<file path="config.mk">
export PLATFORM = sky130hd
export DESIGN_NAME = m3_ramp_sequencer
export DESIGN_NICKNAME = d
export VERILOG_FILES = /design/src/rtl/m3_pkg.sv /design/src/rtl/m3_stall_timer.sv /design/src/rtl/m3_ramp_sequencer.sv
export SDC_FILE = /design/constraint.sdc
export NUM_CORES = 1
export LEC_CHECK = 0
export BUFFER_PORTS_ARGS = -buffer_cell sky130_fd_sc_hd__buf_2
export CAP_MARGIN = 20
export CORE_MARGIN = 5
export CORE_UTILIZATION = 50
export CTS_CLUSTER_DIAMETER = 100
export CTS_CLUSTER_SIZE = 16
export DETAILED_ROUTE_END_ITERATION = 12
export GPL_TIMING_DRIVEN = 1
export PLACE_DENSITY = 0.78
export SLEW_MARGIN = 25
export SYNTH_ARGS = -nofsm -noshare
export SYNTH_HDL_FRONTEND = slang
export SYNTH_HIERARCHICAL = 1
export SYNTH_SLANG_ARGS = --single-unit
</file>
<file path="constraint.sdc">
create_clock -name clkI -period 8.35 [get_ports clkI]
set_clock_uncertainty 0.2 [all_clocks]
set_input_delay 0 -clock clkI [delete_from_list [all_inputs] [get_ports clkI]]
set_output_delay 0 -clock clkI [all_outputs]
set_load 0.01 [all_outputs]
</file>
<file path="src/rtl/m3_pkg.sv">
// Shared constants and state codes for the m3 speed controller family.
// Period limits are shared with the period calculator.
package m3_pkg;

   typedef enum logic [2:0] {
      ST_IDLE      = 3'd0,
      ST_ACCEL     = 3'd1,
      ST_CRUISE    = 3'd2,
      ST_DECEL     = 3'd3,
      ST_STOPPING  = 3'd4,
      ST_REVERSING = 3'd5,
      ST_FAULT     = 3'd6
   } state_e;

   localparam int M3_PERIOD_MAX_SYN = 4000000;
   localparam int M3_PERIOD_MAX_SIM = 300;
   localparam int M3_PERIOD_MIN     = 40;
   localparam int M3_STALL_CYC_SYN  = 8000000;
   localparam int M3_STALL_CYC_SIM  = 700;

   // Regulation window half-width is tgt >> WIN_SHIFT (6.25 %).
   localparam int WIN_SHIFT = 4;

endpackage

</file>
<file path="src/rtl/m3_stall_timer.sv">
// Saturating cycle counter; flags a stall once STALL_CYC cycles pass
// with the enable high and no clear.
module m3_stall_timer
   import m3_pkg::*;
#(
   parameter int STALL_W   = 24,
   parameter int STALL_CYC = M3_STALL_CYC_SYN
) (
   input  logic clkI,
   input  logic rstI,
   input  logic enI,
   input  logic clrI,
   output logic stallO
);

   localparam logic [STALL_W-1:0] LIMIT = STALL_W'(STALL_CYC);

   logic [STALL_W-1:0] cnt_q, cnt_d;

   always_comb begin
      cnt_d = cnt_q;
      if (clrI) begin
         cnt_d = '0;
      end else if (enI && (cnt_q < LIMIT)) begin
         cnt_d = cnt_q + STALL_W'(1);
      end
   end

   always_ff @(posedge clkI or posedge rstI) begin
      if (rstI) begin
         cnt_q <= '0;
      end else begin
         cnt_q <= cnt_d;
      end
   end

   assign stallO = (cnt_q >= LIMIT);

endmodule

</file>
<file path="src/rtl/m3_ramp_sequencer.sv">
// Run/ramp controller for the m3 period calculator: start, regulation,
// controlled stop, reversal through standstill, force stop and stall fault.
module m3_ramp_sequencer
   import m3_pkg::*;
#(
   parameter int LEN_W      = 32,
   parameter int PERIOD_MAX = M3_PERIOD_MAX_SYN,
   parameter int PERIOD_MIN = M3_PERIOD_MIN,
   parameter int STALL_CYC  = M3_STALL_CYC_SYN,
   parameter int STALL_W    = 24
) (
   input  logic             clkI,
   input  logic             rstI,
   input  logic             runI,
   input  logic             dirI,
   input  logic             stopI,
   input  logic [LEN_W-1:0] targetLenI,
   input  logic [LEN_W-1:0] curLenI,
   input  logic             roundDoneI,
   output logic             workingO,
   output logic             nextRoundO,
   output logic             speedIncO,
   output logic             speedDecO,
   output logic             invRotateO,
   output logic             forceStopO,
   output logic             faultO,
   output logic [2:0]       stateO
);

   localparam logic [LEN_W-1:0] LEN_MAX = LEN_W'(PERIOD_MAX);
   localparam logic [LEN_W-1:0] LEN_MIN = LEN_W'(PERIOD_MIN);

   state_e           state_q, state_d;
   logic             working_q, working_d;
   logic             next_round_q, next_round_d;
   logic             inc_q, inc_d;
   logic             dec_q, dec_d;
   logic             inv_q, inv_d;
   logic             force_q, force_d;
   logic             fault_q, fault_d;
   logic [LEN_W-1:0] tgt_q, tgt_d, tgt_clamped;
   logic [LEN_W:0]   win_hi, win_lo, cur_ext;
   logic             slow, fast, at_max, stall;

   m3_stall_timer #(
      .STALL_W   (STALL_W),
      .STALL_CYC (STALL_CYC)
   ) u_stall (
      .clkI   (clkI),
      .rstI   (rstI),
      .enI    (working_q),
      .clrI   (roundDoneI | ~working_q),
      .stallO (stall)
   );

   always_comb begin
      tgt_clamped = targetLenI;
      if (targetLenI < LEN_MIN) begin
         tgt_clamped = LEN_MIN;
      end else if (targetLenI > LEN_MAX) begin
         tgt_clamped = LEN_MAX;
      end
      tgt_d = (roundDoneI || (state_q == ST_IDLE)) ? tgt_clamped : tgt_q;
   end

   // One extra bit keeps tgt + tgt/16 from wrapping at large periods.
   assign cur_ext = {1'b0, curLenI};
   assign win_hi  = {1'b0, tgt_q} + ({1'b0, tgt_q} >> WIN_SHIFT);
   assign win_lo  = {1'b0, tgt_q} - ({1'b0, tgt_q} >> WIN_SHIFT);
   assign slow    = cur_ext > win_hi;
   assign fast    = cur_ext < win_lo;
   assign at_max  = curLenI >= LEN_MAX;

   always_comb begin
      state_d = state_q;
      inv_d   = inv_q;
      if (state_q == ST_FAULT) begin
         if (!stopI && !runI) state_d = ST_IDLE;
      end else if (stopI || stall) begin
         state_d = ST_FAULT;
      end else begin
         case (state_q)
            ST_IDLE: begin
               if (runI) begin
                  inv_d   = dirI;
                  state_d = ST_ACCEL;
               end
            end
            ST_ACCEL, ST_CRUISE, ST_DECEL: begin
               if (!runI)                state_d = ST_STOPPING;
               else if (dirI != inv_q)   state_d = ST_REVERSING;
               else if (state_q == ST_ACCEL) begin
                  if (!slow) state_d = ST_CRUISE;
               end else if (state_q == ST_DECEL) begin
                  if (!fast) state_d = ST_CRUISE;
               end else if (slow)        state_d = ST_ACCEL;
               else if (fast)            state_d = ST_DECEL;
            end
            ST_STOPPING: begin
               if (!runI) begin
                  if (at_max) state_d = ST_IDLE;
               end else if (dirI != inv_q) state_d = ST_REVERSING;
               else                        state_d = ST_ACCEL;
            end
            ST_REVERSING: begin
               if (!runI)              state_d = ST_STOPPING;
               else if (dirI == inv_q) state_d = ST_CRUISE;
               else if (at_max) begin
                  inv_d   = ~inv_q;
                  state_d = ST_ACCEL;
               end
            end
            default: state_d = ST_FAULT;
         endcase
      end

      // Outputs follow the next state so they change together with stateO.
      working_d    = state_d inside {ST_ACCEL, ST_CRUISE, ST_DECEL, ST_STOPPING, ST_REVERSING};
      inc_d        = (state_d == ST_ACCEL);
      dec_d        = state_d inside {ST_DECEL, ST_STOPPING, ST_REVERSING};
      force_d      = (state_d == ST_FAULT);
      fault_d      = (state_d == ST_FAULT);
      next_round_d = roundDoneI & working_q & working_d;
   end

   always_ff @(posedge clkI or posedge rstI) begin
      if (rstI) begin
         state_q      <= ST_IDLE;
         working_q    <= 1'b0;
         next_round_q <= 1'b0;
         inc_q        <= 1'b0;
         dec_q        <= 1'b0;
         inv_q        <= 1'b0;
         force_q      <= 1'b0;
         fault_q      <= 1'b0;
         tgt_q        <= LEN_MAX;
      end else begin
         state_q      <= state_d;
         working_q    <= working_d;
         next_round_q <= next_round_d;
         inc_q        <= inc_d;
         dec_q        <= dec_d;
         inv_q        <= inv_d;
         force_q      <= force_d;
         fault_q      <= fault_d;
         tgt_q        <= tgt_d;
      end
   end

   assign workingO   = working_q;
   assign nextRoundO = next_round_q;
   assign speedIncO  = inc_q;
   assign speedDecO  = dec_q;
   assign invRotateO = inv_q;
   assign forceStopO = force_q;
   assign faultO     = fault_q;
   assign stateO     = state_q;

   a_inc_dec_excl: assert property (@(posedge clkI) disable iff (rstI) !(inc_q && dec_q));

endmodule

</file>
* After elaboration in Yosys (flattened, before gate mapping)
Cells that the tools add are included.
Cells by class: add/subtract/negate cells 3, $lt $le $gt $ge 7, equal/unequal tests 18, mux-type cells 28, bitwise gates (word level) 7, reductions and logical operators 13
Operator list (number):
- 2-to-1 mux 32 bit | 2
- 2-to-1 mux 3 bit | 18
- 2-to-1 mux 24 bit | 2
- adder 32 x 28 -> 33 bit | 1
- greater-than comparator 32 x 33 -> 1 bit | 1
- < comparator 32 x 33 -> 1 bit | 1
- subtractor 32 x 28 -> 33 bit | 1
- >= comparator 32 x 22 -> 1 bit, second input constant | 1
- greater-than comparator 32 x 22 -> 1 bit, second input constant | 1
- < comparator 32 x 6 -> 1 bit, second input constant | 1
- adder 24 x 1 -> 24 bit, second input constant | 1
- >= comparator 24 x 23 -> 1 bit, second input constant | 1
- < comparator 24 x 23 -> 1 bit, second input constant | 1
- equality test 3 bit, second input constant | 6
- equality test 3 x 2 -> 1 bit, second input constant | 4
- case mux 3 bit (4 select lines) | 1
- inequality test 2 bit, second input constant | 4
- AND reduction 7 bit | 1
- equality test 3 x 1 -> 1 bit, second input constant | 2
- nonzero test 5 bit | 1
- 2-to-1 mux 1 bit | 4
- NOT 1 bit | 4
- nonzero test 2 bit | 2
- zero test 3 bit | 1
- 10 further kinds | 14
Word-level totals: register bits after elaboration 65, output and inout bits 10

* Longest topological paths before layout
depth after elaboration 14, mapped depth 22, mapped depth without buffers 22

* Modules after synthesis
The synthesis kept the hierarchy.
Modules (own cells, without submodules):
- m3_ramp_sequencer | instances 1, cells each 804, area an instance 6361.1 um^2
- m3_stall_timer | instances 1, cells each 144, area an instance 1440.1 um^2

* Worst setup path before layout
Ideal clock, no wire load.
path type reg2reg, start point register tgt_q[4], end point register inc_q, in the netlist speedIncO, library setup time 0.082 ns, data arrival time 4.987 ns, slack 3.081 ns, cell stages (with the launch flop) 22, buffers on the path 0, period minus slack after synthesis 5.269 ns, cells stage by stage dfrtp_1 ha_1 fa_1 nor2b_1 o311a_1 o2111a_1 nor4_2 o31ai_1 a21oi_2 nor2_1 mux2_1 a211oi_2 ha_1 and4_1 nand4_1 or4_1 a31oi_1 o22ai_1 o311ai_0 a211o_1 o2111ai_4 nor3_2
On the way: cells in the longest elaborated chain, start to end 12, elaborated cells on any way between the ends 16, classes of those cells add/sub (2); order compare (2); eq/ne (1); mux (11)
Ends and longest elaborated chain:
- start: declaration | RTL line m3_ramp_sequencer.sv:41 | logic [LEN_W-1:0] tgt_q, tgt_d, tgt_clamped;
- start signal: assignment | RTL line m3_ramp_sequencer.sv:146 | tgt_q <= tgt_d;
- subtractor 32 x 28 -> 33 bit | RTL line m3_ramp_sequencer.sv:69 | assign win_lo = {1'b0, tgt_q} - ({1'b0, tgt_q} >> WIN_SHIFT);
- < comparator 32 x 33 -> 1 bit | RTL line m3_ramp_sequencer.sv:71 | assign fast = cur_ext < win_lo;
- 2-to-1 mux 3 bit | RTL line m3_ramp_sequencer.sv:97 | else if (fast) state_d = ST_DECEL;
- 2-to-1 mux 3 bit | RTL line m3_ramp_sequencer.sv:96 | end else if (slow) state_d = ST_ACCEL;
- 2-to-1 mux 3 bit | RTL line m3_ramp_sequencer.sv:94 | end else if (state_q == ST_DECEL) begin
- 2-to-1 mux 3 bit (*) | RTL line m3_ramp_sequencer.sv:92 | else if (state_q == ST_ACCEL) begin
- 2-to-1 mux 3 bit (*) | RTL line m3_ramp_sequencer.sv:91 | else if (dirI != inv_q) state_d = ST_REVERSING;
- 2-to-1 mux 3 bit (*) | RTL line m3_ramp_sequencer.sv:90 | if (!runI) state_d = ST_STOPPING;
- case mux 3 bit (4 select lines) (*) | RTL line m3_ramp_sequencer.sv:82 | case (state_q)
- 2-to-1 mux 3 bit (*) | RTL line m3_ramp_sequencer.sv:79 | end else if (stopI || stall) begin
- 2-to-1 mux 3 bit (*) | RTL line m3_ramp_sequencer.sv:77 | if (state_q == ST_FAULT) begin
- equality test 3 x 1 -> 1 bit (*) | RTL line m3_ramp_sequencer.sv:119 | inc_d = (state_d == ST_ACCEL);
- net inc_d | RTL line m3_ramp_sequencer.sv:36 | logic inc_q, inc_d;
- end signal: assignment | RTL line m3_ramp_sequencer.sv:141 | inc_q <= inc_d;
- end: declaration | RTL line m3_ramp_sequencer.sv:36
Mark *: on every way through the listed nets, which the timed path passes. The rest lies on a longest branch. A chain may end at the register's enable or synchronous reset.

* Worst setup path after layout
start point register tgt_q[13], end point register inc_q, in the netlist speedIncO
The elaborated chain is that of the path after synthesis.

==> flow_metrics.py <==
metrics = {
    "worst_setup_path": {
        "path_common_cell": "ha_1",
        "max_stage_delay_ps": 680,
        "start_kind": "register",
        "path_buf_inv": 2,
        "r2r_slack_ps": 1850,
        "cp.required_ps": 8400,
        "cp_slowest_cell": "dlygate4sd3_1",
        "rr_worst_depth": 22,
        "critPathLaunch": "tgt_q[13]$_DFFE_PP0P_",
        "worstSetupPathType": "register to register",
        "reg2reg_to": "speedIncO$_DFF_PP0_",
        "cp.arrival_ps": 6540,
        "path_depth": 22,
        "r2r_start": "tgt_q[13]$_DFFE_PP0P_",
        "path_cells": "inv_1 > ha_1 > nor4b_1 > nor4_1 > nor3_1 > nor4_2 > o31ai_1 > a21oi_2 > nor2_1 > mux2_1 > a211oi_2 > ha_1 > and4_1 > nand4_1 > or4_1 > a31oi_1 > o22ai_1 > o311ai_0 > a211o_1 > o2111ai_4 > dlygate4sd3_1 > nor3_2",
        "cp-endpoint": "speedIncO$_DFF_PP0_",
        "cp-end-kind": "register",
        "critPathTopFamily": "simple AND/OR/NAND/NOR gates",
        "cp_max_fo": 12,
    },
    "timing": {
        "slew_violations": 0,
        "worstMarginPinSlew_ps": 898,
        "final-hold-violation-count": 0,
        "fin_crit_ps": 6500,
        "fin_tns_setup_ps": 0,
        "finalSetupViolCount": 0,
        "fmax_mhz": 154,
        "grt_setup_unrepaired": "false",
        "fin_crit_sh": 0.778,
        "slew_headroom": 0.399,
        "fin_ws_ps": 1850,
    },
    "power": {
        "powerDensity_nw_per_um2": 142,
        "leakage_nw": 3.91,
        "p_total_mw": 1.27,
        "peakVddDrop_uv": 121,
    },
    "synth": {
        "ys_warn_count": 6,
        "synth-async-reset-ratio": 1.00,
        "synth_nets": 1141,
        "synth_flop_cell": "dfrtp_1",
        "synthDominantCellAreaShare": 0.194,
        "yosysUniqueCellTypes": 81,
        "synthCells": 948,
        "ys_seq_elements": 65,
        "synth_edf_count": 0,
        "yosysMostFrequentCell": "ha_1",
        "ys_seq_area_frac": 0.210,
        "yosys-top-cells-count": "ha_1, nor2_1, a21oi_1, inv_1",
        "yosys.area.top_type": "ha_1",
        "avgSynthCellArea_sq_um": 8.23,
        "synth_area_leaders": "ha_1, dfrtp_1, xnor2_1",
        "synth.cell_area_sq_um": 7800,
    },
    "worst_hold_path": {
        "whs_path_depth": 5,
        "min_path_type": "input pin to register",
    },
    "cells_and_area": {
        "antenna_cells": 0,
        "drive_above_1_share": 0.134,
        "area_delta_synth_final_pct": 14.3,
        "layout.nets": 1233,
        "fin_util": 0.585,
        "final_cells": 1256,
        "nFillCells": 1290,
    },
    "clock_network": {
        "cts_tree": "done",
        "postCtsSetupBuffers": 0,
        "clkTransAtPathRegs_ps": 50,
        "cts.path.max_buffers": 2,
        "cts_resized": 0,
        "numCtsBuffers": 9,
        "clk-insertion-delay-late_ps": 330,
        "clock-sinks": 65,
        "htree_num_levels": 3,
        "cts_root_buf": "clkbuf_16",
    },
    "floorplanning": {
        "core_area_sq_um": 15300,
        "ios": 80,
        "die_w_microns": 135,
        "start_util": 0.511,
        "dieArea_sq_um": 18200,
        "die_h_microns": 135,
        "rows": 45,
    },
    "placement": {
        "dpl.hpwl_microns": 16600,
        "gp_congestion": 0.976,
        "place_ws_ps": 2470,
        "io_buffers": 79,
        "place_inst": 1207,
    },
    "detailed_routing": {
        "antenna_left": 0,
        "num_vias": 7483,
        "wire_per_inst_microns": 16.7,
        "drt_iter0_drc": 512,
        "first_pass_iters": 6,
        "drc_errors": 0,
        "drt-total-wl_microns": 21000,
        "routed_via_density": 5.96,
    },
    "status": {
        "status": "completed",
    },
    "global_routing": {
        "grt_pass1_wl_microns": 35000,
        "antenna_found_initial": 0,
        "grtUsageTotal": 0.231,
        "grt_start_max_net_pins": 42,
        "grt.overflow.total": 0,
        "grt_pass1_vias": 7199,
    },
    "job": {
        "max-cap-violations": 0,
    },
}
power breakdown:
group | internal [mW] | switching (mW) | total, mW
Combinational | 0.226 | 0.325 | 0.551
Clock | 0.208 | 0.129 | 0.337
Sequential | 0.342 | 0.0351 | 0.377
Total | 0.776 | 0.489 | 1.27
registers in the layout, summed over array words and instances, names as in the netlist:
register	count
faultO	1
invRotateO	1
nextRoundO	1
speedDecO	1
speedIncO	1
stateO	3
tgt_q	32
u_stall/cnt_q	24
workingO	1
cell usage in the layout, fill, tap and decap left out, drive strengths merged, types with 4 or more instances in the layout:
cell,n
ha,121
nor2,105
buf,85
a21oi,74
inv,66
nand2,59
xnor2,59
dfrtp,58
o21ai,36
dlygate4sd3,33
nor3,28
nor4,24
nand3,23
nand4,21
nor2b,19
nand2b,17
a211oi,15
a22o,14
clkbuf,13
o21bai,12
xor2,11
nor3b,9
o31ai,9
a2111oi,9
or3,8
o21a,8
a31oi,7
dfstp,7
or2,6
a21o,6
o211ai,6
or4,5
o41ai,5
mux2,5
o311ai,5
o22ai,4
and2,4
a211o,4
worst min-delay path by stage:
stage | slack [ps] | from | endpoint
after floorplan | -190 | rstI | u_stall/cnt_q[0]$_DFFE_PP0P_
after global placement | -30 | rstI | tgt_q[3]$_DFFE_PP0P_
after detailed placement | -30 | rstI | tgt_q[3]$_DFFE_PP0P_
after CTS | 2 | targetLenI[23] | tgt_q[18]$_DFFE_PP1P_
after global routing | 50 | targetLenI[23] | tgt_q[18]$_DFFE_PP1P_
final | 10 | targetLenI[23] | tgt_q[18]$_DFFE_PP1P_
cell type report:
cell class                 count  area [sq um]  share of cell area
clock buffer                  13           250              0.0281
tap                          211           264              0.0296
sequential                    65          1640               0.183
clock inverter                 3          17.5             0.00196
multi-input combinational    779          5730               0.642
timing repair buffer         118           771              0.0864
inverter                      67           251              0.0282
worst register-to-register path: cells and delay by family (launching register included):
kind	cells	cell delay, ps
buf+inv	2	760
mux	1	370
fa+ha+maj	2	610
flops	1	430
simple gates	9	2210
compound gates	8	1850
stage by stage:
step | hold WS, ps | instance area [sq um]
5_1_grt | 50.0 | 8920
4_1_cts | 1.59 | 8920
3_3_place_gp | -25.4 | 8320
6_report | 11.6 | 8920
3_5_place_dp | -27.6 | 8320
2_1_floorplan | -185 | 7800
per-layer routing:
| layer | vias to the layer above | wire (microns) | GRT usage | part of all wire |
|---|---|---|---|---|
| met5 | - | 0 | 0 | 0 |
| met1 | 3472 | 9450 | 0.317 | 0.45 |
| met4 | 0 | 431 | 0.0718 | 0.021 |
| met2 | 324 | 9710 | 0.377 | 0.46 |
| met3 | 44 | 1420 | 0.0343 | 0.068 |
| li1 | 3643 | - | - | - |
cells by family (layout without fill, tap and decap cells):
kind of cell / after synthesis / after routing / synth area share
AO/OA/AOI/OAI: 240 / 240 / 0.223
adder cells (fa/ha/maj): 123 / 123 / 0.199
multiplexers: 6 / 6 / 0.00850
flip-flops: 65 / 65 / 0.210
XOR/XNOR: 70 / 70 / 0.0786
buffers and inverters: 104 / 201 / 0.0569
AND/OR/NAND/NOR: 340 / 340 / 0.224
repair_timing:
action | 4_1_cts | 5_1_grt
endpoints found under the hold margin | 95 | 0
setup endpoints to repair | 0 | 0
hold buffers | 33 | 0
Power figures use the tool's default switching activity.
